$ cat src/rtl/tile_map_writer.sv
// Rebuilds the 20x15 tile map in display BRAM once per frame from a snapshot of
// car/player positions, and flags player/car overlap at the end of each sweep.
module tile_map_writer #(
  parameter int          GRID_W        = 20,
  parameter int          GRID_H        = 15,
  parameter int          NUM_CARS      = 10,
  parameter logic [14:0] ROAD_ROW_MASK = 15'b001111101111100
) (
  input  logic                  i_Clk,
  input  logic                  i_Rst_n,
  input  logic                  i_frame_start,
  input  logic [4:0]            i_player_x,
  input  logic [3:0]            i_player_y,
  input  logic [NUM_CARS*5-1:0] i_car_x,
  input  logic [NUM_CARS*4-1:0] i_car_y,
  output logic                  o_wr_en,
  output logic [10:0]           o_wr_addr,
  output logic [15:0]           o_wr_data,
  output logic                  o_busy,
  output logic                  o_done,
  output logic                  o_collision,
  output logic                  o_overrun
);

  localparam logic [3:0] TILE_CAR    = 4'd0;
  localparam logic [3:0] TILE_GRASS  = 4'd1;
  localparam logic [3:0] TILE_PLAYER = 4'd2;
  localparam logic [3:0] TILE_ROAD   = 4'd6;

  localparam logic [4:0] GRID_W_L  = 5'(GRID_W);
  localparam logic [3:0] GRID_H_L  = 4'(GRID_H);
  localparam logic [3:0] LAST_ROW  = 4'(GRID_H - 1);
  localparam logic [2:0] LAST_WORD = 3'd4;

  typedef enum logic [1:0] {
    S_IDLE,
    S_SNAP,
    S_WRITE,
    S_DONE
  } state_e;

  state_e state_q, state_d;

  // Position snapshot: the sweep only ever looks at these, never the live inputs.
  logic [4:0]            px_q, px_d;
  logic [3:0]            py_q, py_d;
  logic [NUM_CARS*5-1:0] cx_q, cx_d;
  logic [NUM_CARS*4-1:0] cy_q, cy_d;

  logic [3:0]  row_q, row_d;
  logic [2:0]  word_q, word_d;
  logic        hit_q, hit_d;

  logic        wr_en_q, wr_en_d;
  logic [10:0] wr_addr_q, wr_addr_d;
  logic [15:0] wr_data_q, wr_data_d;
  logic        busy_q, busy_d;
  logic        done_q, done_d;
  logic        collision_q, collision_d;
  logic        overrun_q, overrun_d;

  // Four tiles of one BRAM word; leftmost column lands in the top nibble.
  function automatic logic [15:0] pack_word(
    input logic [3:0]            row,
    input logic [2:0]            word,
    input logic [4:0]            px,
    input logic [3:0]            py,
    input logic [NUM_CARS*5-1:0] cx,
    input logic [NUM_CARS*4-1:0] cy
  );
    logic [15:0] data;
    logic [4:0]  col;
    logic [3:0]  tile;
    logic        car_here;
    data = '0;
    for (int t = 0; t < 4; t++) begin
      col      = {word, 2'b00} + 5'(t);
      car_here = 1'b0;
      for (int k = 0; k < NUM_CARS; k++) begin
        if (cx[5*k +: 5] == col && cy[4*k +: 4] == row) car_here = 1'b1;
      end
      tile = ROAD_ROW_MASK[row] ? TILE_ROAD : TILE_GRASS;
      // Off-grid sprites can never equal an on-grid column, so they vanish here.
      if (car_here && col < GRID_W_L)                 tile = TILE_CAR;
      if (px == col && py == row && col < GRID_W_L)   tile = TILE_PLAYER;
      data[15-4*t -: 4] = tile;
    end
    return data;
  endfunction

  function automatic logic collides(
    input logic [4:0]            px,
    input logic [3:0]            py,
    input logic [NUM_CARS*5-1:0] cx,
    input logic [NUM_CARS*4-1:0] cy
  );
    logic any_car;
    any_car = 1'b0;
    for (int k = 0; k < NUM_CARS; k++) begin
      if (cx[5*k +: 5] == px && cy[4*k +: 4] == py) any_car = 1'b1;
    end
    return any_car && (px < GRID_W_L) && (py < GRID_H_L);
  endfunction

  // NOTE: every variable gets its default before the case so no path leaves one
  // unassigned; a missing default here would infer a latch.
  always_comb begin
    state_d     = state_q;
    px_d        = px_q;
    py_d        = py_q;
    cx_d        = cx_q;
    cy_d        = cy_q;
    row_d       = row_q;
    word_d      = word_q;
    hit_d       = hit_q;
    wr_en_d     = 1'b0;
    wr_addr_d   = wr_addr_q;
    wr_data_d   = wr_data_q;
    busy_d      = busy_q;
    done_d      = 1'b0;
    collision_d = 1'b0;
    overrun_d   = i_frame_start && (state_q != S_IDLE);

    unique case (state_q)
      S_IDLE: begin
        if (i_frame_start) begin
          px_d    = i_player_x;
          py_d    = i_player_y;
          cx_d    = i_car_x;
          cy_d    = i_car_y;
          state_d = S_SNAP;
        end
      end
      S_SNAP: begin
        row_d   = '0;
        word_d  = '0;
        hit_d   = collides(px_q, py_q, cx_q, cy_q);
        busy_d  = 1'b1;
        wr_en_d = 1'b1;
        state_d = S_WRITE;
      end
      S_WRITE: begin
        // row_q/word_q name the word on the port this cycle; the next one is
        // registered now so writes stay back-to-back.
        if (row_q == LAST_ROW && word_q == LAST_WORD) begin
          busy_d      = 1'b0;
          done_d      = 1'b1;
          collision_d = hit_q;
          state_d     = S_DONE;
        end else begin
          if (word_q == LAST_WORD) begin
            word_d = '0;
            row_d  = row_q + 4'd1;
          end else begin
            word_d = word_q + 3'd1;
          end
          wr_en_d = 1'b1;
        end
      end
      S_DONE: begin
        state_d = S_IDLE;
      end
      default: state_d = S_IDLE;
    endcase

    if (wr_en_d) begin
      wr_addr_d = {3'b000, row_d, 1'b0, word_d};
      wr_data_d = pack_word(row_d, word_d, px_q, py_q, cx_q, cy_q);
    end
  end

  // NOTE: state registers use non-blocking assignments so every flop samples
  // the pre-edge value of the others.
  always_ff @(posedge i_Clk or negedge i_Rst_n) begin
    if (!i_Rst_n) begin
      state_q     <= S_IDLE;
      px_q        <= '0;
      py_q        <= '0;
      cx_q        <= '0;
      cy_q        <= '0;
      row_q       <= '0;
      word_q      <= '0;
      hit_q       <= 1'b0;
      wr_en_q     <= 1'b0;
      wr_addr_q   <= '0;
      wr_data_q   <= '0;
      busy_q      <= 1'b0;
      done_q      <= 1'b0;
      collision_q <= 1'b0;
      overrun_q   <= 1'b0;
    end else begin
      state_q     <= state_d;
      px_q        <= px_d;
      py_q        <= py_d;
      cx_q        <= cx_d;
      cy_q        <= cy_d;
      row_q       <= row_d;
      word_q      <= word_d;
      hit_q       <= hit_d;
      wr_en_q     <= wr_en_d;
      wr_addr_q   <= wr_addr_d;
      wr_data_q   <= wr_data_d;
      busy_q      <= busy_d;
      done_q      <= done_d;
      collision_q <= collision_d;
      overrun_q   <= overrun_d;
    end
  end

  assign o_wr_en     = wr_en_q;
  assign o_wr_addr   = wr_addr_q;
  assign o_wr_data   = wr_data_q;
  assign o_busy      = busy_q;
  assign o_done      = done_q;
  assign o_collision = collision_q;
  assign o_overrun   = overrun_q;

endmodule

$ cat config.mk
export PLATFORM = sky130hd
export DESIGN_NAME = tile_map_writer
export DESIGN_NICKNAME = d
export VERILOG_FILES = /design/src/rtl/tile_map_writer.sv
export SDC_FILE = /design/constraint.sdc
export NUM_CORES = 1
export LEC_CHECK = 0
export BUFFER_PORTS_ARGS = -buffer_cell sky130_fd_sc_hd__buf_4
export CORE_UTILIZATION = 35
export CTS_CLUSTER_SIZE = 25
export DETAILED_ROUTE_END_ITERATION = 6
export MAX_ROUTING_LAYER = met4
export PLACE_DENSITY = 0.55
export RECOVER_POWER = 25
export REMOVE_ABC_BUFFERS = 1
export SKIP_LAST_GASP = 1
export SLEW_MARGIN = 0
export SYNTH_ARGS = -nofsm -noshare
export SYNTH_HDL_FRONTEND = slang
export SYNTH_SLANG_ARGS = --single-unit
$ cat constraint.sdc
create_clock -name i_Clk -period 2.7 [get_ports i_Clk]
set_input_delay 0.135 -clock i_Clk [delete_from_list [all_inputs] [get_ports i_Clk]]
set_output_delay 0.135 -clock i_Clk [all_outputs]
set_load 0.05 [all_outputs]
==> results of run 1 <==
-- registers in the layout (all words and copies together), names as in the netlist --
name         cells
cx_q            50
px_q             5
o_wr_en          1
cy_q            40
hit_q            1
o_busy           1
o_wr_data       12
row_q            4
o_wr_addr        7
py_q             4
o_done           1
o_overrun        1
o_collision      1
word_q           3
state_q          2
-- cell usage after synthesis, types with 9 or more instances --
| library cell | n | area share (%) |
|---|---|---|
| dfrtp_1 | 133 | 35 |
| mux2_2 | 101 | 12 |
| xnor2_1 | 84 | 7.8 |
| nand2_1 | 47 | 1.9 |
| nor2_1 | 38 | 1.5 |
| xor2_1 | 36 | 3.4 |
| nor3_1 | 30 | 1.6 |
| inv_1 | 27 | 1.1 |
| nand4_1 | 27 | 1.8 |
| a21oi_1 | 26 | 1.4 |
| clkbuf_1 | 23 | 0.92 |
| nor4_1 | 21 | 1.4 |
| nand3_1 | 20 | 1.1 |
| o21ai_0 | 20 | 1.1 |
| nor2b_1 | 18 | 1.2 |
| buf_4 | 16 | 1.3 |
| nand2b_1 | 16 | 1.1 |
| a31oi_1 | 13 | 0.87 |
| buf_1 | 12 | 0.48 |
| buf_2 | 11 | 0.59 |
| and2_1 | 9 | 0.60 |
| buf_6 | 9 | 1.1 |
-- power by group through the flow --
stage	Clock, W	Combinational, W	Sequential [W]
floorplan	0	0.00493	0.00446
global placement	0	0.00917	0.00443
detailed placement	0	0.00922	0.00445
finish	0.00267	0.0109	0.00452
CTS	0.00271	0.0105	0.00447
global route	0.00278	0.0116	0.00464
-- worst max-delay path: cells and delay by family, from the launching register on --
family,cells,cell delay [ns]
simple gates,6,0.91
buf+inv,5,0.72
compound gates,3,0.64
flops,1,0.38
fa+ha+maj,1,0.34
-- layer usage --
metal / GRT usage, % / share of wire [%]
met1: 37.4 / 44
met2: 48.0 / 47
met3: 4.58 / 4.9
met4: 11.7 / 3.4
met5: - / 0
-- worst min path at each step --
stage                 from                    to  cells after the start
5_1_grt        i_car_x[28]  cx_q[28]$_DFFE_PN0P_                      3
3_5_place_dp       i_Rst_n  cx_q[41]$_DFFE_PN0P_                      1
6_report       i_car_y[34]  cy_q[34]$_DFFE_PN0P_                      3
3_3_place_gp       i_Rst_n  cx_q[20]$_DFFE_PN0P_                      1
2_1_floorplan      i_Rst_n   cx_q[0]$_DFFE_PN0P_                      0
4_1_cts            i_Rst_n  cx_q[41]$_DFFE_PN0P_                      2
-- through the flow --
stage | utilization (%) | TNS, ns | setup WS (ns)
finish | 58.2 | -4.41 | -0.427
global route | 58.2 | -5.63 | -0.516
CTS | 57.0 | -4.05 | -0.381
detailed placement | 46.8 | -9.52 | -0.932
global placement | 46.8 | -9.30 | -0.896
floorplan | - | -72.17 | -0.829
-- logic make-up after synthesis --
| kind of cell | synth area share (%) |
|---|---|
| AND/OR/NAND/NOR | 17.9 |
| AO/OA/AOI/OAI | 16.1 |
| flip-flops | 35.4 |
| XOR/XNOR | 11.2 |
| multiplexers | 12.8 |
| buffers and inverters | 5.55 |
| adder cells (fa/ha/maj) | 1.04 |
| other | 0.0399 |
-- final cells by class --
class	count	area share, %
diodes	1	0.0164
well taps	335	2.75
flip-flops and latches	133	21.8
multi-input cells	713	42.0
clock inverters	14	1.48
repair buffers	508	28.4
clock buffers	17	2.79
inverters	30	0.763
-- repair_timing --
item,CTS,global route
endpoints found under the setup margin,12,12
gates resized for setup,157,45
hold buffers,101,0
pin swaps,61,35
endpoints found under the hold margin,154,0
setup buffers,34,12
==> reports/results.txt, run 1 <==
status: finished, violations left
failing checks: DRC, capacitance limit, slew limit, setup timing
Post-Syn Area: 9400 um^2
critical path endpoint: o_wr_data[1]$_DFFE_PN0P_
Layout Cells excl Fill: 1751
WL per Instance: 22.2 um
TritonRoute pass-1 iters: 7
CP max-delay cell: dfrtp_1
crit path from: state_q[1]$_DFFE_PN0P_
ys flop type: dfrtp_1
Gate Count Post-Synth: 940
critical path class: reg -> reg
routability cong.: 0.944
Psw: 0.00797 W
Worst R2R End: o_wr_data[1]$_DFFE_PN0P_
R2R Setup Slk: -0.43 ns
first-pass GRT wire length: 59.7 mm
placed cells: 1576
Worst Hold Class: in -> reg
pwr dens: 1190 nW/um^2
Routed Antenna Nets: 0
area of the multi-input gates: 6400 um^2
Root Driver: clkbuf_16
clk_skew: 0.00966 ns
DRC errors left: 12
routed wire length: 38.8 mm
final net count: 1512
Tcrit/Tclk final: 116%
CP arrival: 3.44 ns
Setup-failing EPs final: 12
clock-pin slew on the worst setup and hold paths: 0.07 ns
most frequent cells in the layout: buf_4, dfrtp_1, mux2_2, dlygate4sd3_1, xnor2_1
largest net degree at the start of global routing: 57
Core Box Area: 26200 um^2
RSZ-0062 raised after global routing: yes
vias in the first global route: 9946
Post-synth EDFFs: 0
Hold Worst Slack: 0.474 ns
combinational share of power: 60.3%
H-tree lvl count: 4
r2r worst-path depth: 15
slowest stage delay, CP: 0.38 ns
Rel. slew slack: -1.51%
Starting Density: 35.9%
Die ar.: 27500 um^2
FF+latch count, synth: 133
FF/Latch Area: 3330 um^2
min cycle time layout: 3.13 ns
height of the die: 166 um
Final Max Slew Viols: 56
Final Hold Viols: 0
fin area: 15200 um^2
WP data required: 3.02 ns
fmax: 0.320 GHz
commonest non-fill, non-tap cell in the layout: buf_4
Synth cell types: 101
Synth async-reset ratio: 100%
Internal: 0.0101 W
GRT overflow: 0
Std-Cell Rows: 59
cts bufs inserted: 17
area delta synth->final: 62.2%
dpl hpwl: 29.0 mm
Initial DRC Count: 584
number of fill cells: 2238
yosys warns: 0
Flop pwr share: 25.0%
critical path cell sequence: inv_2 -> ha_4 -> buf_6 -> and3_4 -> nand3_1 -> and3_1 -> a2111oi_2 -> buf_4 -> nand4_2 -> buf_6 -> nor2_4 -> a2111oi_4 -> buf_4 -> a211oi_2 -> nor3_2
Chip Width: 166 um
CTS tree: yes
Total GRT Usage: 29.7%
Pwr Total: 0.0181 W
total number of vias: 9442
Final WS setup: -0.427 ns
maximum VDD drop: 589 uV
Clk pwr share: 14.7%
Leak: 6.43 nW
Worst Setup Start Kind: flip-flop
DP Area: 12300 um^2
initial antenna violation count: 1
Setup crit end kind: flip-flop
Max Cap Violations: 1
Vias/cell: 5.39
PortBufs: 125
Worst-Skew Late Latency: 0.43 ns
share of cells above drive strength 1: 48.8%
IO Pins: 134
maximum clock path buffer count: 2
register area share after synthesis: 35.4%
Syn Area/Cell: 10.0 um^2
Worst-Margin Slew: 1.52 ns
sw frac: 44.0%
highest fanout seen on the critical path: 6
reg2reg start: state_q[1]$_DFFE_PN0P_
Sink Count: 133
Power figures use the tool's default switching activity.
==> inputs of run 2 (changes only) <==
--- a/config.mk
+++ b/config.mk
@@ -15,2 +15,3 @@
 export REMOVE_ABC_BUFFERS = 1
+export SETUP_SLACK_MARGIN = 0.02
 export SKIP_LAST_GASP = 1
==> constraint.sdc (replaced) <==
create_clock -name i_Clk -period 2.7 [get_ports i_Clk]
set_input_delay 0.405 -clock i_Clk [delete_from_list [all_inputs] [get_ports i_Clk]]
set_output_delay 0.405 -clock i_Clk [all_outputs]
set_load 0.05 [all_outputs]
==> reports/results.txt, run 2 (synthesized netlist as in run 1, its figures left out) <==
worst hold endpoint: cx_q[7]$_DFFE_PN0P_
Vias/cell: 5.53 (+2.6%)
Core Box Area: 26200 um^2 (unchanged)
routed wire length: 37.8 mm (-2.6%)
initial antenna violation count: 0 (-1)
failing checks: DRC, capacitance limit, slew limit, setup timing
Rel. slew slack: -4.74% (-3.2 points)
DRC errors left: 13 (+1)
Worst Setup Start Kind: flip-flop
commonest non-fill, non-tap cell in the layout: buf_4
Tcrit/Tclk final: 116% (about the same)
PortBufs: 125 (unchanged)
Setup crit end kind: flip-flop
slowest stage delay, CP: 0.45 ns (+0.07 ns)
Max Cap Violations: 1 (unchanged)
CP arrival: 3.44 ns (about the same)
Largest register FFs: 50 (unchanged)
Starting Density: 35.9% (unchanged)
Routed Antenna Nets: 0 (unchanged)
final net count: 1406 (-7.0%)
hold depth: 2 (-1)
Die ar.: 27500 um^2 (unchanged)
r2r worst-path depth: 14 (-1)
fmax: 0.320 GHz (about the same)
antenna cells: 0 (-1)
H-tree lvl count: 4 (unchanged)
total number of vias: 9096 (-3.7%)
GRT overflow: 0 (unchanged)
Hold Worst Slack: 0.194 ns (-0.280 ns)
Final WS setup: -0.427 ns (+0.000714 ns)
largest net degree at the start of global routing: 64 (+12%)
Final Max Slew Viols: 64 (+14%)
highest fanout seen on the critical path: 6 (unchanged)
Worst Hold Class: in -> reg
area delta synth->final: 51.2%
critical path's top delay family: simple AND/OR/NAND/NOR gates
share of cells above drive strength 1: 52.7% (+3.9 points)
R2R Setup Slk: -0.43 ns (about the same)
busiest grt layer: met2
IO Pins: 134 (unchanged)
Layout Cells excl Fill: 1644 (-6.1%)
GR Layer Usage met1: 37.1% (-0.26 points)
Initial DRC Count: 628 (+7.5%)
met3 Use GR: 4.27% (-0.31 points)
reg2reg start: state_q[0]$_DFFE_PN0P_
critical path class: reg -> reg
Leak: 5.96 nW (-7.2%)
dpl hpwl: 29.1 mm (+0.47%)
CP max-delay cell: nor4_4
vias in the first global route: 9025 (-9.3%)
CTS tree: yes
Fin Setup TNS: -4.67 ns (-0.262 ns)
clk_skew: 0.0113 ns (+0.00167 ns)
Hold Crit Start: i_car_x[7]
cts bufs inserted: 17 (unchanged)
Sink Count: 133 (unchanged)
Total GRT Usage: 28.3% (-1.4 points)
maximum VDD drop: 496 uV (-16%)
Final Hold Viols: 0 (unchanged)
Std-Cell Rows: 59 (unchanged)
routability cong.: 0.945 (+0.16%)
pwr dens: 1270 nW/um^2 (+7.0%)
placed cells: 1576 (unchanged)
Worst-Margin Slew: 1.57 ns (+0.0485 ns)
first-pass GRT wire length: 56.1 mm (-6.0%)
Worst R2R End: o_wr_data[5]$_DFFE_PN0P_
GR Util met2: 43.8% (-4.2 points)
maximum clock path buffer count: 2 (unchanged)
Buf/Inv on CP: 4 (-1)
status: finished, violations left
min cycle time layout: 3.13 ns (-0.000714 ns)
WP data required: 3.01 ns (about the same)
most frequent cells in the layout: buf_4, dfrtp_1, mux2_2
RSZ-0062 raised after global routing: yes
Chip Width: 166 um (unchanged)
Largest Register: cx_q
height of the die: 166 um (unchanged)
TritonRoute pass-1 iters: 7 (unchanged)
Setup-failing EPs final: 12 (unchanged)
Root Driver: clkbuf_16
clock-pin slew on the worst setup and hold paths: 0.07 ns (about the same)
Worst-Skew Late Latency: 0.44 ns (about the same)
critical path cell sequence: inv_2 -> ha_4 -> buf_6 -> and3_4 -> nand2_4 -> buf_6 -> buf_4 -> mux2i_2 -> nor4_4 -> nand4_4 -> nor3b_4 -> nor4_4 -> a221oi_2 -> a211oi_1
WL per Instance: 23.0 um (+3.7%)
## run 2: layout make-up
cell class | instances | area (um^2)
inverter | 30 | 114
multi-input combinational | 713 | 6420
timing repair buffer | 402 | 3230
fill | 2351 | 12000
tap | 335 | 419
sequential | 133 | 3330
clock buffer | 17 | 425
clock inverter | 14 | 272
## run 2: through the flow
step	setup slack [ns]	util [%]	area, um^2	power, W
6_report	-0.427	54.2	14200	0.0181
5_1_grt	-0.566	54.2	14200	0.0189
4_1_cts	-0.412	51.9	13600	0.0173
3_5_place_dp	-0.967	46.8	12300	0.0137
3_3_place_gp	-0.931	46.8	12300	0.0136
2_1_floorplan	-0.829	-	9020	0.00939
## run 2: how the worst max path moves through the flow
| stage | slack [ns] | endpoint | from | cells after the start |
|---|---|---|---|---|
| global placement | -0.93 | o_wr_data[8]$_DFFE_PN0P_ | state_q[0]$_DFFE_PN0P_ | 16 |
| finish | -0.43 | o_wr_data[5]$_DFFE_PN0P_ | state_q[0]$_DFFE_PN0P_ | 14 |
| CTS | -0.41 | o_wr_data[0]$_DFFE_PN0P_ | word_q[0]$_DFF_PN0_ | 13 |
| floorplan | -0.83 | o_wr_data[5]$_DFFE_PN0P_ | state_q[0]$_DFFE_PN0P_ | 11 |
| detailed placement | -0.97 | o_wr_data[8]$_DFFE_PN0P_ | state_q[0]$_DFFE_PN0P_ | 16 |
| global route | -0.57 | o_wr_data[1]$_DFFE_PN0P_ | state_q[1]$_DFFE_PN0P_ | 16 |
## run 2: timing repair
action,4_1_cts,5_1_grt
pin swaps,41,49
resized for setup,101,91
hold buffers,1,0
setup buffers,19,23
endpoints found under the hold margin,44,0
endpoints found under the setup margin,12,12
## run 2: power breakdown
part / switching (W) / total [W] / internal, W
clock: 0.000993 / 0.00283 / 0.00184
sequential: 0.00164 / 0.00454 / 0.00290
combinational: 0.00534 / 0.0107 / 0.00535
## run 2: per-layer routing
layer | up-vias | part of all wire, %
met5 | - | 0
met1 | 4530 | 45
met2 | 314 | 46
met4 | 0 | 3.8
met3 | 84 | 4.8
li1 | 4168 | -
==> inputs of run 3 (changes only) <==
- RECOVER_POWER: 25 -> unset
- REMOVE_ABC_BUFFERS: 1 -> unset
==> reports/results.txt, run 3 (synthesized netlist as in run 1, its figures left out) <==
Setup crit end kind: flip-flop
final net count: 1368 (-2.7%)
Rel. slew slack: 46.4% (+51 points)
clock-pin slew on the worst setup and hold paths: 0.08 ns (about the same)
antenna cells: 0 (unchanged)
CTS tree: yes
status: finished, violations left
Final Max Slew Viols: 0 (-100%)
Total GRT Usage: 28.5% (+0.19 points)
Final WS setup: -0.478 ns (-0.0518 ns)
Die ar.: 27500 um^2 (unchanged)
WP data required: 3.02 ns (about the same)
initial antenna violation count: 0 (unchanged)
maximum clock path buffer count: 2 (unchanged)
min cycle time layout: 3.18 ns (+0.0518 ns)
Core Box Area: 26200 um^2 (unchanged)
IO Pins: 134 (unchanged)
dpl hpwl: 29.0 mm (-0.35%)
area of the multi-input gates: 6300 um^2 (-1.9%)
R2R Setup Slk: -0.48 ns (-0.05 ns)
DRC errors left: 18 (+5)
Root Driver: clkbuf_16
Worst-Skew Late Latency: 0.44 ns (about the same)
height of the die: 166 um (unchanged)
Worst-Margin Slew: 0.804 ns (-0.767 ns)
Largest Register: cx_q
Worst Setup Start Kind: flip-flop
TritonRoute pass-1 iters: 7 (unchanged)
routability cong.: 0.982 (+3.8%)
area delta synth->final: 45.5%
routed wire length: 37.4 mm (-1.2%)
GRT overflow: 0 (unchanged)
Tcrit/Tclk final: 118% (+1.9 points)
Fin Setup TNS: -4.90 ns (-0.230 ns)
pwr dens: 1270 nW/um^2 (+0.14%)
Std-Cell Rows: 59 (unchanged)
clk_skew: 0.0169 ns (+0.00559 ns)
number of fill cells: 2407 (+2.4%)
Pwr Total: 0.0174 W (-3.6%)
commonest non-fill, non-tap cell in the layout: buf_4
highest fanout seen on the critical path: 11 (+5)
Largest register FFs: 50 (unchanged)
Initial DRC Count: 684 (+8.9%)
vias in the first global route: 9268 (+2.7%)
cts bufs inserted: 17 (unchanged)
maximum VDD drop: 669 uV (+35%)
largest net degree at the start of global routing: 54 (-16%)
Final Hold Viols: 0 (unchanged)
share of cells above drive strength 1: 50.5% (-2.2 points)
fmax: 0.315 GHz (-1.6%)
failing checks: DRC, setup timing
Sink Count: 133 (unchanged)
Starting Density: 35.9% (unchanged)
total number of vias: 9006 (-0.99%)
RSZ-0062 raised after global routing: yes
Routed Antenna Nets: 0 (unchanged)
CP arrival: 3.50 ns (+0.06 ns)
Worst Hold Class: in -> reg
WL per Instance: 23.3 um (+1.0%)
FF/Latch Area: 3330 um^2 (about the same)
first-pass GRT wire length: 57.3 mm (+2.0%)
Setup-failing EPs final: 12 (unchanged)
Chip Width: 166 um (unchanged)
H-tree lvl count: 4 (unchanged)
Vias/cell: 5.60 (+1.3%)
Leak: 5.74 nW (-3.8%)
Max Cap Violations: 0 (-1)
most frequent cells in the layout: buf_4, dfrtp_1, mux2_2
PortBufs: 125 (unchanged)
critical path class: reg -> reg
-- run 3: changes by cell type in the layout (fill, tap and decap cells not counted), moves of 3 or more --
| cell | change |
|---|---|
| inv_6 | +3 |
| buf_12 | +3 |
| inv_8 | +4 |
| buf_6 | -15 |
| clkinv_4 | -4 |
| nand3_1 | +3 |
| nor3_2 | -3 |
| bufinv_16 | -6 |
| buf_4 | -27 |
-- run 3: final timing paths --
kind	to	from	cells past startpoint
setup / recovery	o_wr_data[13]$_DFFE_PN0P_	state_q[0]$_DFFE_PN0P_	13
hold / removal	cy_q[33]$_DFFE_PN0P_	i_car_y[33]	2
setup reg to reg	o_wr_data[13]$_DFFE_PN0P_	state_q[0]$_DFFE_PN0P_	13
hold reg to reg	o_wr_addr[2]$_DFFE_PN0P_	o_wr_addr[2]$_DFFE_PN0P_	2
max in group asynchronous	cy_q[6]$_DFFE_PN0P_	i_Rst_n	3
min in group asynchronous	o_wr_en$_DFF_PN0_	i_Rst_n	2
-- run 3: layer usage --
metal	routed length, um	global-route usage, %	up-vias
met4	1430	11.4	0
met2	16500	42.6	390
met1	17000	38.3	4451
met3	2420	4.84	74
li1	-	-	4091
met5	0	-	-
-- run 3: final cells by class --
| cell class | instances | area share (%) |
|---|---|---|
| repair buffers | 364 | 21.4 |
| clock buffers | 17 | 3.11 |
| clock inverters | 15 | 1.20 |
| well taps | 335 | 3.06 |
| multi-input cells | 713 | 46.0 |
| flip-flops and latches | 133 | 24.3 |
| inverters | 30 | 0.832 |
-- run 3: power breakdown --
| part | total, W | internal (W) | switching (W) |
|---|---|---|---|
| Clock | 0.00240 | 0.00132 | 0.00108 |
| Combinational | 0.0104 | 0.00525 | 0.00514 |
| Sequential | 0.00463 | 0.00290 | 0.00173 |
-- run 3: per-stage QoR --
step | hold WS [ns] | worst slack, ns | area [um^2] | utilization [%] | instances
final | 0.189 | -0.478 | 13700 | 52.2 | 1607
after global routing | 0.178 | -0.564 | 13700 | 52.2 | 1607
after CTS | 0.182 | -0.440 | 13300 | 50.7 | 1597
after detailed placement | 0.402 | -0.868 | 12200 | 46.5 | 1552
after global placement | 0.406 | -0.925 | 12200 | 46.5 | 1552
after floorplan | 0.109 | -0.137 | 9530 | - | 947
-- run 3: timing repair --
action	4_1_cts	5_1_grt
hold buffers	1	0
setup endpoints to repair	12	12
resized for setup	77	60
gates cloned	1	0
pin swaps	29	45
endpoints found under the hold margin	50	0
setup buffers	11	10
-- run 3: critical path, stage by stage, from the launching register on --
cell and delay [ns]:
dfrtp_1 0.35, inv_2 0.07, ha_4 0.29, buf_12 0.15, nand3_1 0.13, buf_4 0.18
o31ai_4 0.37, nor3_1 0.16, nor3_2 0.26, nand4_1 0.20, or4b_4 0.59, o311a_4 0.14
nand3_4 0.11, a31oi_1 0.08
